$ cat src/rtl/regfile_arb_pkg.sv
// rtl/regfile_arb_pkg.sv - shared types and default destinations for the regfile write arbiter
package regfile_arb_pkg;

  typedef enum logic {
    IDLE    = 1'b0,
    LO_PEND = 1'b1
  } arb_state_e;

  localparam int DEF_HI_REG = 19;
  localparam int DEF_LO_REG = 20;

  // Request/grant bit positions used by the alu/ld round-robin.
  localparam int RR_ALU = 0;
  localparam int RR_LD  = 1;

endpackage

$ cat src/rtl/rr_arb2.sv
// rtl/rr_arb2.sv - two-way round-robin arbiter, one-hot grant, pointer moves on accept
module rr_arb2 (
  input  logic       clk,
  input  logic       rst,
  input  logic [1:0] req,
  input  logic       accept,
  output logic [1:0] grant
);

  // ptr=0 favours req[0]; after a grant the other requester is favoured.
  logic ptr;

  always_comb begin
    grant = 2'b00;
    if (!ptr) begin
      grant[0] = req[0];
      grant[1] = req[1] & ~req[0];
    end else begin
      grant[1] = req[1];
      grant[0] = req[0] & ~req[1];
    end
  end

  always_ff @(posedge clk or posedge rst) begin
    if (rst) begin
      ptr <= 1'b0;
    end else if (accept && (grant != 2'b00)) begin
      ptr <= grant[0];
    end
  end

endmodule

$ cat src/rtl/regfile_write_arbiter.sv
// rtl/regfile_write_arbiter.sv - alu/ld/mul writeback arbiter onto one regfile write port
// REGFILE_ARB_MUL_DUAL_EN: multiply writes HI then LO over two cycles; otherwise LO only.
module regfile_write_arbiter
  import regfile_arb_pkg::*;
#(
  parameter int DATA_W = 32,
  parameter int ADDR_W = 5,
  parameter int HI_REG = DEF_HI_REG,
  parameter int LO_REG = DEF_LO_REG
) (
  input  logic              clk,
  input  logic              rst,
  input  logic              alu_valid,
  output logic              alu_ready,
  input  logic [ADDR_W-1:0] alu_addr,
  input  logic [DATA_W-1:0] alu_data,
  input  logic              ld_valid,
  output logic              ld_ready,
  input  logic [ADDR_W-1:0] ld_addr,
  input  logic [DATA_W-1:0] ld_data,
  input  logic              mul_valid,
  output logic              mul_ready,
  input  logic [DATA_W-1:0] mul_hi,
  input  logic [DATA_W-1:0] mul_lo,
  output logic              rf_we,
  output logic [ADDR_W-1:0] rf_waddr,
  output logic [DATA_W-1:0] rf_wdata,
  output logic              busy
);

  localparam logic [ADDR_W-1:0] HI_ADDR = ADDR_W'(HI_REG);
  localparam logic [ADDR_W-1:0] LO_ADDR = ADDR_W'(LO_REG);

  logic              can_grant;
  logic              mul_last;
  logic              mul_first;
  logic [1:0]        rr_req;
  logic [1:0]        rr_grant;
  logic              rr_accept;
  logic              wr_en_d;
  logic [ADDR_W-1:0] wr_addr_d;
  logic [DATA_W-1:0] wr_data_d;

`ifdef REGFILE_ARB_MUL_DUAL_EN
  arb_state_e        state;
  arb_state_e        state_next;
  logic [DATA_W-1:0] lo_q;

  always_ff @(posedge clk or posedge rst) begin
    if (rst) begin
      state <= IDLE;
    end else begin
      state <= state_next;
    end
  end

  always_comb begin
    state_next = state;
    case (state)
      IDLE:    if (mul_ready) state_next = LO_PEND;
      LO_PEND: state_next = IDLE;
      default: state_next = IDLE;
    endcase
  end

  always_comb begin
    can_grant = !rst && (state == IDLE);
    busy      = (state == LO_PEND);
  end

  always_ff @(posedge clk or posedge rst) begin
    if (rst) begin
      lo_q <= '0;
    end else if (mul_ready) begin
      lo_q <= mul_lo;
    end
  end
`else
  logic unused_mul_hi;

  assign can_grant     = !rst;
  assign busy          = 1'b0;
  assign unused_mul_hi = ^{mul_hi, HI_ADDR};
`endif

  // mul normally wins, but yields to alu/ld right after its own grant so it cannot starve them.
  assign mul_first = mul_valid && !(mul_last && (alu_valid || ld_valid));

  assign rr_req[RR_ALU] = alu_valid;
  assign rr_req[RR_LD]  = ld_valid;

  rr_arb2 u_rr_arb2 (
    .clk    (clk),
    .rst    (rst),
    .req    (rr_req),
    .accept (rr_accept),
    .grant  (rr_grant)
  );

  always_comb begin
    mul_ready = can_grant && mul_first;
    alu_ready = can_grant && !mul_first && rr_grant[RR_ALU];
    ld_ready  = can_grant && !mul_first && rr_grant[RR_LD];
    rr_accept = alu_ready || ld_ready;
  end

  always_ff @(posedge clk or posedge rst) begin
    if (rst) begin
      mul_last <= 1'b0;
    end else if (mul_ready) begin
      mul_last <= 1'b1;
    end else if (rr_accept) begin
      mul_last <= 1'b0;
    end
  end

  // Writes to address 0 still handshake but never assert the write enable.
  always_comb begin
    wr_en_d   = 1'b0;
    wr_addr_d = rf_waddr;
    wr_data_d = rf_wdata;
    if (alu_ready) begin
      wr_en_d   = (alu_addr != '0);
      wr_addr_d = alu_addr;
      wr_data_d = alu_data;
    end else if (ld_ready) begin
      wr_en_d   = (ld_addr != '0);
      wr_addr_d = ld_addr;
      wr_data_d = ld_data;
    end else if (mul_ready) begin
`ifdef REGFILE_ARB_MUL_DUAL_EN
      wr_en_d   = (HI_ADDR != '0);
      wr_addr_d = HI_ADDR;
      wr_data_d = mul_hi;
`else
      wr_en_d   = (LO_ADDR != '0);
      wr_addr_d = LO_ADDR;
      wr_data_d = mul_lo;
`endif
    end
`ifdef REGFILE_ARB_MUL_DUAL_EN
    else if (state == LO_PEND) begin
      wr_en_d   = (LO_ADDR != '0);
      wr_addr_d = LO_ADDR;
      wr_data_d = lo_q;
    end
`endif
  end

  always_ff @(posedge clk or posedge rst) begin
    if (rst) begin
      rf_we    <= 1'b0;
      rf_waddr <= '0;
      rf_wdata <= '0;
    end else begin
      rf_we    <= wr_en_d;
      rf_waddr <= wr_addr_d;
      rf_wdata <= wr_data_d;
    end
  end

endmodule

$ cat config.mk
export PLATFORM = sky130hd
export DESIGN_NAME = regfile_write_arbiter
export DESIGN_NICKNAME = d
export VERILOG_FILES = /design/src/rtl/regfile_arb_pkg.sv /design/src/rtl/rr_arb2.sv /design/src/rtl/regfile_write_arbiter.sv
export SDC_FILE = /design/constraint.sdc
export NUM_CORES = 1
export LEC_CHECK = 0
export ABC_AREA = 1
export BUFFER_PORTS_ARGS = -buffer_cell sky130_fd_sc_hd__buf_2
export CAP_MARGIN = 20
export CORE_MARGIN = 5
export CORE_UTILIZATION = 38
export CTS_BUF_LIST = sky130_fd_sc_hd__clkbuf_8
export DETAILED_ROUTE_END_ITERATION = 10
export GPL_ROUTABILITY_DRIVEN = 1
export PLACE_DENSITY = 0.79
export SETUP_SLACK_MARGIN = 0.15
export SYNTH_ARGS = -nofsm -noshare
export SYNTH_HDL_FRONTEND = slang
export SYNTH_SLANG_ARGS = --single-unit
$ cat constraint.sdc
create_clock -name clk -period 2.74 [get_ports clk]
set_input_delay 0.822 -clock clk [delete_from_list [all_inputs] [get_ports clk]]
set_output_delay 0.822 -clock clk [all_outputs]
set_load 0.05 [all_outputs]
Word-level counts from Yosys, hierarchy flattened

Cells that the tools add are included.

Multiplexer cells: 12
Bitwise logic cells: 4
Reduce and logical (&&, ||, !) cells: 17

Operators with widths:

| kind                | count |
|---|---|
| $mux W32            | 3 |
| $mux W5             | 3 |
| $reduce_bool A5 Y1  | 2 |
| $logic_and A1 B1 Y1 | 7 |
| $mux W1             | 5 |
| $reduce_bool A2 Y1  | 2 |
| $logic_not A1 Y1    | 3 |
| $reduce_bool A3 Y1  | 1 |
| $and A1 B1 Y1       | 2 |
| $logic_or A1 B1 Y1  | 2 |
| $mux W2             | 1 |
| $not A1 Y1          | 2 |

Flip-flop bits (word level): 40
Bits of input ports: 143
Output and inout bits: 42
Word-level logic and storage cells: 38

Longest topological paths before layout

Gate-level depths: netlist of run 1.

Word-level depth: 10
Gate-level depth with buffers: 9
Gate-level depth less buffers: 8

By module

From an unflattened synthesis of run 1, not the netlist that was laid out.

Cells, all modules: 387
Area, all modules: 2616.3 um^2

By module, submodules not included:

| module                | times used | cells each | area an instance (um^2) | seq. area each (um^2) |
|---|---|---|---|---|
| regfile_write_arbiter | 1          | 378        | 2552.4                  | 975.9 |
| rr_arb2               | 1          | 9          | 63.8                    | 25.0 |

Worst setup path before layout of run 1

No wires, ideal clock.

Kind: in2reg
From: input port rst
To: register rf_wdata[0]
Setup time: 66 ps
Arrival: 2741 ps
Required time: 2674 ps
Setup slack: -67 ps
Stages on the path: 6
Path buffers: 1
Path through: inv_2 > clkbuf_1 > nand4_1 > nand3_1 > nand2_1 > nand2_1

Cells in the longest elaborated chain, start to end: 5
Elaborated cells between the ends (all ways): 8
Those cells by class: 2 x mux; 6 x reduce/logical

RTL lines:

| item                                | RTL line                                                   | RTL |
|---|---|---|
| start: declaration                  | regfile_write_arbiter.sv:12                                | `input logic rst,` |
| $logic_not A1 Y1 (no source line) * | -                                                          |  |
| $logic_and A1 B1 Y1                 | regfile_write_arbiter.sv:102, regfile_write_arbiter.sv:103 |  |
| $logic_and A1 B1 Y1                 | regfile_write_arbiter.sv:103                               | `ld_ready = can_grant && !mul_first && rr_grant[RR_LD];` |
| $mux W32                            | regfile_write_arbiter.sv:126                               | `end else if (ld_ready) begin` |
| $mux W32                            | regfile_write_arbiter.sv:122                               | `if (alu_ready) begin` |
| end signal: assignment              | regfile_write_arbiter.sv:158                               | `rf_wdata <= wr_data_d;` |
| end: declaration                    | regfile_write_arbiter.sv:27                                | `output logic [DATA_W-1:0] rf_wdata,` |

Every way passes the cells marked *; elsewhere a longest branch is shown, timed or not.
A chain may end at the register's enable or synchronous reset.

Worst setup path after layout of run 1

From: input port alu_valid
To: output port alu_ready

Cells in the longest elaborated chain, start to end: 7
Elaborated cells between the ends (all ways): 9
Those cells by class: 1 x mux; 1 x bitwise; 7 x reduce/logical

RTL lines:

| item                  | RTL line                     | RTL |
|---|---|---|
| start: declaration    | regfile_write_arbiter.sv:13  | `input logic alu_valid,` |
| $logic_or A1 B1 Y1    | regfile_write_arbiter.sv:87  | `assign mul_first = mul_valid && !(mul_last && (alu_valid \|\| ld_valid));` |
| $logic_and A1 B1 Y1   | regfile_write_arbiter.sv:87  |  |
| $logic_not A1 Y1      | regfile_write_arbiter.sv:87  |  |
| $logic_and A1 B1 Y1   | regfile_write_arbiter.sv:87  |  |
| $logic_not A1 Y1      | regfile_write_arbiter.sv:102 | `alu_ready = can_grant && !mul_first && rr_grant[RR_ALU];` |
| $logic_and A1 B1 Y1   | regfile_write_arbiter.sv:102 |  |
| $logic_and A1 B1 Y1 * | regfile_write_arbiter.sv:102 |  |
| end: declaration      | regfile_write_arbiter.sv:14  | `output logic alu_ready,` |

Marked as above.

==> impl_metrics.env, run 1 <==
export IMPL_critPathCaptureType="output pin"
export IMPL_postCtsResizedCells=0
export IMPL_gp_congestion=0.794
export IMPL_hp_class="reg -> reg"
export IMPL_final_cell_mix="buf_2, nand2_1, nor2_1"
export IMPL_crit_chain="buf_2 > inv_1 > a21oi_1 > nand3_2 > inv_2 > buf_2"
export IMPL_maxCapViolations=0
export IMPL_cpMaxStageDelayCell="buf_2"
export IMPL_layout_commonest_cell="buf_2"
export IMPL_synth_top_family_by_area="simple AND/OR/NAND/NOR gates"
export IMPL_core_um2=6350
export IMPL_synth_area_per_cell_um2=6.58
export IMPL_seq_area_um2=1000
export IMPL_combPwrFrac_pct=50.4
export IMPL_vias=2859
export IMPL_fin_crit_ns=2.49
export IMPL_synthCells=379
export IMPL_synth_seq_cells=40
export IMPL_die_w_um=91.0
export IMPL_p_int_mw=1.29
export IMPL_postCtsHoldBufs=0
export IMPL_antenna_cells=0
export IMPL_swShare_pct=48.2
export IMPL_muxShareOfSynthArea_pct=0
export IMPL_drtPass1Iterations=4
export IMPL_slowest_delay_ns=0.28
export IMPL_nNetsFinal=662
export IMPL_r2r_slack_ns=1.13
export IMPL_hold_viol_final=0
export IMPL_synth_simple_area_share_pct=49.0
export IMPL_p_leak_nw=2.02
export IMPL_setup_ws_ns=0.248
export IMPL_syn_cell_area_um2=2490
export IMPL_grt_pass1_wl_um=12100
export IMPL_port_buffers=151
export IMPL_pre_cts_slack_ns=0.250
export IMPL_crit_fanout=7
export IMPL_grt_use_total_pct=17.1
export IMPL_syn_to_final_growth_pct=35.5
export IMPL_switching_power_mw=1.20
export IMPL_grt_pass1_vias=2720
export IMPL_wirelength_um=7340
export IMPL_critPathLaunchType="input port"
export IMPL_pwr_share_clk_pct=16.4
export IMPL_cts_made_buffers=5
export IMPL_antenna_found_initial=0
export IMPL_relSlewSlack_pct=58.5
export IMPL_tightest_slew_ns=0.622
export IMPL_path_clk_slew_ns=0.07
export IMPL_detail_route_iter0_violations=86
export IMPL_ys_seq_area_share_pct=40.2
export IMPL_rsz0062_at_grt="no"
export IMPL_drc=0
export IMPL_yosys_cell_types_count=20
export IMPL_cts_tree="done"
export IMPL_path_buf_inv=4
export IMPL_wire_per_inst_um=12.3
export IMPL_clk_path_buf_depth=2
export IMPL_synth_compound_area_share_pct=2.21
export IMPL_grt_start_max_net_pins=70
export IMPL_die_area_um2=8280
export IMPL_start_util_pct=39.3
export IMPL_critPathRequiredTime_ns=1.92
export IMPL_fin_util_pct=53.2
export IMPL_drive_above_1_share_pct=33.9
export IMPL_ios=185
export IMPL_die_h_um=91.0
export IMPL_fin_crit_sh_pct=91.0
export IMPL_dp_hpwl_um=5330
export IMPL_yosys_area_share_xor_xnor_pct=0
export IMPL_power_density_nw_per_um2=736
export IMPL_crit_type="in -> out"
export IMPL_synth_warnings=0
export IMPL_cts_root_buf="clkbuf_8"
export IMPL_cts_sinks=40
export IMPL_cpMostUsedCell="buf_2"
export IMPL_detail_route_antenna_nets=0
export IMPL_crit_arrival_ns=1.67
export IMPL_fmax_mhz=401
export IMPL_skew_ns=0.00758
export IMPL_setup_tns_final_ns=0
export IMPL_finalSetupViolations=0
export IMPL_grt_ovfl_total=0
export IMPL_worst_ir_drop_vdd_mv=0.327
export IMPL_synth_nets=522
export IMPL_rows=29
export IMPL_synth_adder_area_share_pct=0
export IMPL_multi_input_area_um2=1290
export IMPL_post_cts_buffers=0
export IMPL_crit_family="buffers and inverters"
export IMPL_htreeDepth=2
export IMPL_drv_slew=0
export IMPL_pwr_share_seq_pct=33.2
export IMPL_status="finished, final reports clean"
export IMPL_viasPerCell=4.80
export IMPL_fillerInstances=668
export IMPL_insertion_delay_ns=0.28
state kept, by name (all words and copies together), names as in the netlist:
signal / cells
rf_wdata: 32
u_rr_arb2.ptr: 1
rf_waddr: 5
mul_last: 1
rf_we: 1
cells by family after synthesis:
logic type / after synthesis
simple gates: 288
flops: 40
buf+inv: 42
other cells: 1
compound gates: 8
cell usage after synthesis (all sizes together):
cell / count / area share, %
nand2: 150 / 23
nor2: 65 / 9.8
dfrtp: 40 / 40
nand3: 40 / 8.2
nand4: 32 / 8.0
buf: 21 / 5.3
inv: 15 / 2.3
clkbuf: 6 / 0.90
o211ai: 3 / 0.90
o21ai: 3 / 0.75
a21oi: 2 / 0.55
conb: 1 / 0.15
nor4: 1 / 0.25
path summary, 6_finish.rpt:
check / end / start / depth (start not counted)
setup / recovery: alu_ready / alu_valid / 6
hold / removal: rf_wdata[14]$_DFFE_PP0P_ / rf_wdata[14]$_DFFE_PP0P_ / 2
setup reg to reg: rf_wdata[12]$_DFFE_PP0P_ / mul_last$_DFFE_PP0P_ / 7
hold reg to reg: rf_wdata[14]$_DFFE_PP0P_ / rf_wdata[14]$_DFFE_PP0P_ / 2
max in group asynchronous: rf_wdata[5]$_DFFE_PP0P_ / rst / 3
min in group asynchronous: rf_waddr[3]$_DFFE_PP0P_ / rst / 3
metal layers:
metal / share of wire, % / track usage, % / vias up
li1: - / - / 1494
met1: 43 / 21.5 / 1256
met2: 48 / 29.1 / 102
met3: 7.8 / 3.88 / 7
met4: 0.98 / 5.01 / 0
met5: 0 / 0 / -
tightest hold or removal path, delay by kind of cell, from the launching register on:
kind	cells	cell delay [ns]
flip-flops	1	0.34
AND/OR/NAND/NOR	2	0.10
cell type report:
| cell class | count | area share [%] |
|---|---|---|
| Timing Repair Buffer | 160 | 24.7 |
| Inverter | 15 | 1.67 |
| Tap cell | 77 | 2.85 |
| Clock buffer | 7 | 2.85 |
| Sequential cell | 40 | 29.6 |
| Multi-Input combinational cell | 297 | 38.3 |
power by group through the flow:
stage | Clock [mW] | Sequential (mW) | Combinational, mW
after floorplan | 0 | 1.37 | 0.399
after global placement | 0 | 0.832 | 1.25
after detailed placement | 0 | 0.831 | 1.27
after CTS | 0.429 | 0.826 | 1.27
after global routing | 0.454 | 0.846 | 1.35
final | 0.408 | 0.825 | 1.25
stage by stage:
stage | instances | total power [mW] | hold slack, ns | instance area (µm²)
global placement | 589 | 2.08 | 0.456 | 3280
detailed placement | 589 | 2.10 | 0.460 | 3280
finish | 596 | 2.49 | 0.474 | 3380
floorplan | 379 | 1.76 | 0.483 | 2490
CTS | 596 | 2.52 | 0.480 | 3380
global route | 596 | 2.65 | 0.492 | 3380
(Power assumes the default switching activity.)
==> run 2, diff against run 1 <==
- REMOVE_ABC_BUFFERS: default -> 1
==> run 2 against run 1 <==
Against the previous run: setup slack barely moved; global-route usage rose by 0.74 points; first-iteration DRC count rose by 40%; die area did not move; highest routed layer unchanged.
==> impl_metrics.env, run 2 (synthesis results as in run 1) <==
export IMPL_drive_above_1_share_pct=33.8
export IMPL_drc=0
export IMPL_grt_ovfl_total=0
export IMPL_cts_made_buffers=5
export IMPL_port_buffers=151
export IMPL_die_w_um=91.0
export IMPL_ios=185
export IMPL_wire_per_inst_um=12.6
export IMPL_p_leak_nw=2.02
export IMPL_layout_commonest_cell="buf_2"
export IMPL_post_cts_buffers=0
export IMPL_detail_route_iter0_violations=120
export IMPL_critPathLaunchType="input port"
export IMPL_tightest_slew_ns=0.610
export IMPL_dp_hpwl_um=5640
export IMPL_postCtsHoldBufs=0
export IMPL_skew_ns=0.00424
export IMPL_largest_reg_flops=32
export IMPL_vias=2975
export IMPL_final_area_um2=3380
export IMPL_wirelength_um=7560
export IMPL_nNetsFinal=663
export IMPL_crit_fanout=7
export IMPL_die_h_um=91.0
export IMPL_pwr_share_seq_pct=33.3
export IMPL_viasPerCell=4.97
export IMPL_drtPass1Iterations=4
export IMPL_fmax_mhz=401
export IMPL_p_int_mw=1.27
export IMPL_fin_crit_ns=2.49
export IMPL_gp_congestion=0.825
export IMPL_top_regs="rf_wdata x32, rf_waddr x5"
export IMPL_drv_slew=0
export IMPL_regMostFlops="rf_wdata"
export IMPL_grt_use_total_pct=17.8
export IMPL_cts_sinks=40
export IMPL_grt_pass1_wl_um=12600
export IMPL_critPathRequiredTime_ns=1.92
export IMPL_grt_pass1_vias=2901
export IMPL_rows=29
export IMPL_crit_arrival_ns=1.67
export IMPL_cts_tree="done"
export IMPL_swShare_pct=49.0
export IMPL_power_mw=2.48
export IMPL_combPwrFrac_pct=50.9
export IMPL_r2r_end="rf_wdata[26]$_DFFE_PP0P_"
export IMPL_syn_to_final_growth_pct=35.7
export IMPL_core_um2=6350
export IMPL_maxCapViolations=0
export IMPL_r2r_slack_ns=1.04
export IMPL_antenna_cells=0
export IMPL_die_area_um2=8280
export IMPL_crit_type="in -> out"
export IMPL_reg2reg_depth=7
export IMPL_power_density_nw_per_um2=734
export IMPL_switching_power_mw=1.22
export IMPL_htreeDepth=2
export IMPL_fin_crit_sh_pct=90.9
export IMPL_finalSetupViolations=0
export IMPL_clk_path_buf_depth=2
export IMPL_path_clk_slew_ns=0.07
export IMPL_cp_startpoint="alu_valid"
export IMPL_final_cell_mix="buf_2, nand2_1, nor2_1"
export IMPL_pwr_share_clk_pct=15.7
export IMPL_critPathCaptureType="output pin"
export IMPL_hp_class="in -> async"
export IMPL_antenna_found_initial=0
export IMPL_dpl_cell_area_um2=3290
export IMPL_detail_route_antenna_nets=0
export IMPL_rr_startpoint="mul_last$_DFFE_PP0P_"
export IMPL_worst_ir_drop_vdd_mv=0.363
export IMPL_cts_root_buf="clkbuf_8"
export IMPL_start_util_pct=39.3
export IMPL_rsz0062_at_grt="no"
export IMPL_hold_viol_final=0
export IMPL_grt_start_max_net_pins=66
export IMPL_status="finished, final reports clean"
export IMPL_insertion_delay_ns=0.28
export IMPL_relSlewSlack_pct=59.3
[run 2: changes by cell type in the layout (fill, tap and decap cells not counted)]
cell / previous run / this run
inv_1: 11 / 13
buf_2: 151 / 150
buf_4: 8 / 9
clkbuf_4: 0 / 1
clkbuf_8: 7 / 6
[run 2: metal layers]
layer	up-vias	wire [µm]	GRT usage, %
met5	-	0	0
met4	0	53	4.40
met3	6	560	4.13
met2	104	3850	31.8
met1	1366	3100	21.6
li1	1499	-	-
[run 2: final cells by class]
class / count / area, µm²
multi-input combinational: 297 / 1290
inverter: 15 / 56.3
timing repair buffer: 161 / 846
fill: 664 / 2970
clock buffer: 6 / 82.6
clock inverter: 2 / 7.51
tap: 77 / 96.3
sequential: 40 / 1000
[run 2: stage by stage]
stage | cells | hold slack (ns) | worst slack (ns) | util (%) | setup TNS (ns)
after floorplan | 352 | 0.483 | -1.78 | - | -39.32
after global placement | 590 | 0.457 | 0.230 | 51.8 | 0
after detailed placement | 590 | 0.459 | 0.233 | 51.8 | 0
after CTS | 598 | 0.461 | 0.225 | 53.2 | 0
after global routing | 598 | 0.475 | 0.154 | 53.3 | 0
final | 598 | 0.469 | 0.248 | 53.3 | 0
[run 2: worst max-delay path by stage]
stage | end | depth (start not counted)
3_5_place_dp | alu_ready | 5
6_report | alu_ready | 6
5_1_grt | mul_ready | 5
4_1_cts | alu_ready | 6
3_3_place_gp | mul_ready | 5
2_1_floorplan | alu_ready | 3
[run 2: power groups by stage]
stage / logic (mW) / registers, mW / clock network [mW]
after floorplan: 0.364 / 1.37 / 0
after global placement: 1.26 / 0.832 / 0
after detailed placement: 1.27 / 0.835 / 0
after CTS: 1.28 / 0.828 / 0.408
after global routing: 1.37 / 0.846 / 0.431
final: 1.26 / 0.828 / 0.391
[run 2: worst max-delay path, stage by stage]
cell and delay, ns:
buf_2 0.14, inv_1 0.06, a21oi_1 0.16, nand3_2 0.11, inv_2 0.13, clkbuf_4 0.25
[run 2: timing repair]
action,4_1_cts,5_1_grt
gates resized for setup,0,1
hold endpoints to repair,0,0
endpoints found under the setup margin,0,1
==> run 3, diff against run 2 <==
- CORE_UTILIZATION: 38 -> 25
- PLACE_DENSITY: 0.79 -> default
==> run 3 against run 2 <==
Against the previous run: setup slack got worse by 0.0035 ns; utilization decreased by 18 points; routed wire length grew 6.3%; sequential share of layout area is 0.47 points lower; clock power about the same; cell area is 1.6% higher; largest power group unchanged.
==> impl_metrics.env, run 3 (synthesis results as in run 1) <==
export IMPL_status="finished, final reports clean"
export IMPL_detail_route_antenna_nets=0
export IMPL_die_w_um=110
export IMPL_grt_pass1_wl_um=12800
export IMPL_worst_ir_drop_vdd_mv=0.275
export IMPL_r2r_slack_ns=1.04
export IMPL_p_leak_nw=2.02
export IMPL_postCtsResizedCells=0
export IMPL_dp_hpwl_um=5970
export IMPL_path_clk_slew_ns=0.08
export IMPL_drtPass1Iterations=4
export IMPL_cts_sinks=40
export IMPL_cts_root_buf="clkbuf_8"
export IMPL_dp_cells=646
export IMPL_seq_area_um2=1000
export IMPL_hold_viol_final=0
export IMPL_rsz0062_at_grt="no"
export IMPL_viasPerCell=4.46
export IMPL_grt_use_total_pct=13.1
export IMPL_vias=2919
export IMPL_timing_hold_ws_ns=0.422
export IMPL_drv_slew=0
export IMPL_detail_route_iter0_violations=132
export IMPL_multi_input_area_um2=1290
export IMPL_critPathCaptureType="output pin"
export IMPL_final_cells=654
export IMPL_cts_made_buffers=5
export IMPL_insertion_delay_ns=0.28
export IMPL_fin_crit_sh_pct=91.1
export IMPL_post_cts_buffers=0
export IMPL_finalSetupViolations=0
export IMPL_cpMaxStageDelayCell="buf_2"
export IMPL_cts_tree="done"
export IMPL_maxCapViolations=0
export IMPL_grt_start_max_net_pins=66
export IMPL_die_area_um2=12100
export IMPL_slowest_delay_ns=0.28
export IMPL_crit_arrival_ns=1.67
export IMPL_critPathRequiredTime_ns=1.92
export IMPL_start_util_pct=25.6
export IMPL_hp_class="in -> async"
export IMPL_top_regs="rf_wdata x32, rf_waddr x5"
export IMPL_crit_type="in -> out"
export IMPL_ios=185
export IMPL_die_h_um=110
export IMPL_drive_above_1_share_pct=33.8
export IMPL_port_buffers=151
export IMPL_fillerInstances=1109
export IMPL_final_cell_mix="buf_2, nand2_1, nor2_1"
export IMPL_crit_chain="buf_2 > inv_1 > a21oi_1 > nand3_2 > inv_2 > buf_2"
export IMPL_regMostFlops="rf_wdata"
export IMPL_cpMostUsedCell="buf_2"
export IMPL_power_mw=2.48
export IMPL_rows=36
export IMPL_core_um2=9730
export IMPL_tightest_slew_ns=0.640
export IMPL_clk_path_buf_depth=2
export IMPL_skew_ns=0.00700
export IMPL_gp_congestion=0.766
export IMPL_critPathLaunchType="input port"
export IMPL_syn_to_final_growth_pct=37.9
export IMPL_power_density_nw_per_um2=722
export IMPL_crit_fanout=7
export IMPL_fin_crit_ns=2.50
export IMPL_wirelength_um=8040
export IMPL_r2r_end="rf_wdata[24]$_DFFE_PP0P_"
export IMPL_grt_pass1_vias=2817
export IMPL_reg2reg_depth=7
export IMPL_htreeDepth=2
export IMPL_fmax_mhz=401
export IMPL_relSlewSlack_pct=57.4
export IMPL_wire_per_inst_um=12.3
export IMPL_postCtsHoldBufs=0
export IMPL_nNetsFinal=663
export IMPL_largest_reg_flops=32
export IMPL_rr_startpoint="mul_last$_DFFE_PP0P_"
export IMPL_drc=0
export IMPL_antenna_found_initial=0
export IMPL_antenna_cells=0
export IMPL_grt_ovfl_total=0
export IMPL_layout_commonest_cell="buf_2"
run 3: worst max-delay path by stage:
stage	slack, ns	startpoint	depth (start not counted)	endpoint
3_5_place_dp	0.24	alu_valid	6	alu_ready
6_report	0.24	alu_valid	6	alu_ready
2_1_floorplan	-1.78	rst	3	alu_ready
5_1_grt	0.15	alu_valid	6	alu_ready
3_3_place_gp	0.26	alu_valid	6	alu_ready
4_1_cts	0.24	alu_valid	6	alu_ready
run 3: where the power goes:
part | leakage (nW) | total [mW] | switching (mW) | internal, mW
registers | 0.489 | 0.829 | 0.0823 | 0.746
logic | 1.48 | 1.26 | 0.946 | 0.316
clock network | 0.0538 | 0.391 | 0.193 | 0.198
total | 2.02 | 2.48 | 1.22 | 1.26
run 3: worst max-delay path, delay by kind of cell:
kind                   cells  cell delay, ns
AOI/OAI and AO/OA          1            0.14
buffers and inverters      4            0.60
and+or+nand+nor            1            0.11
run 3: area by class of cell:
cell class / instances / share of cell area [%]
Multi-Input combinational cell: 297 / 37.6
Sequential cell: 40 / 29.1
Timing Repair Buffer: 161 / 24.2
Tap cell: 133 / 4.84
Clock buffer: 6 / 2.40
Inverter: 15 / 1.64
Clock inverter: 2 / 0.218
run 3: stage by stage:
| stage | setup WS, ns | setup TNS, ns | instance area, µm² | utilization, % |
|---|---|---|---|---|
| 5_1_grt | 0.154 | 0 | 3440 | 35.3 |
| 3_5_place_dp | 0.244 | 0 | 3350 | 34.4 |
| 2_1_floorplan | -1.78 | -39.32 | 2340 | - |
| 3_3_place_gp | 0.256 | 0 | 3350 | 34.4 |
| 6_report | 0.245 | 0 | 3440 | 35.3 |
| 4_1_cts | 0.239 | 0 | 3440 | 35.3 |
run 3: layer usage:
layer / wire length (µm) / vias to the layer above / global-route usage (%) / share of wire (%)
met5: 0 / - / 0 / 0
met4: 19 / 0 / 2.67 / 0.24
met3: 711 / 4 / 3.58 / 8.8
met2: 3710 / 108 / 22.0 / 46
met1: 3590 / 1311 / 16.8 / 45
li1: - / 1496 / - / -
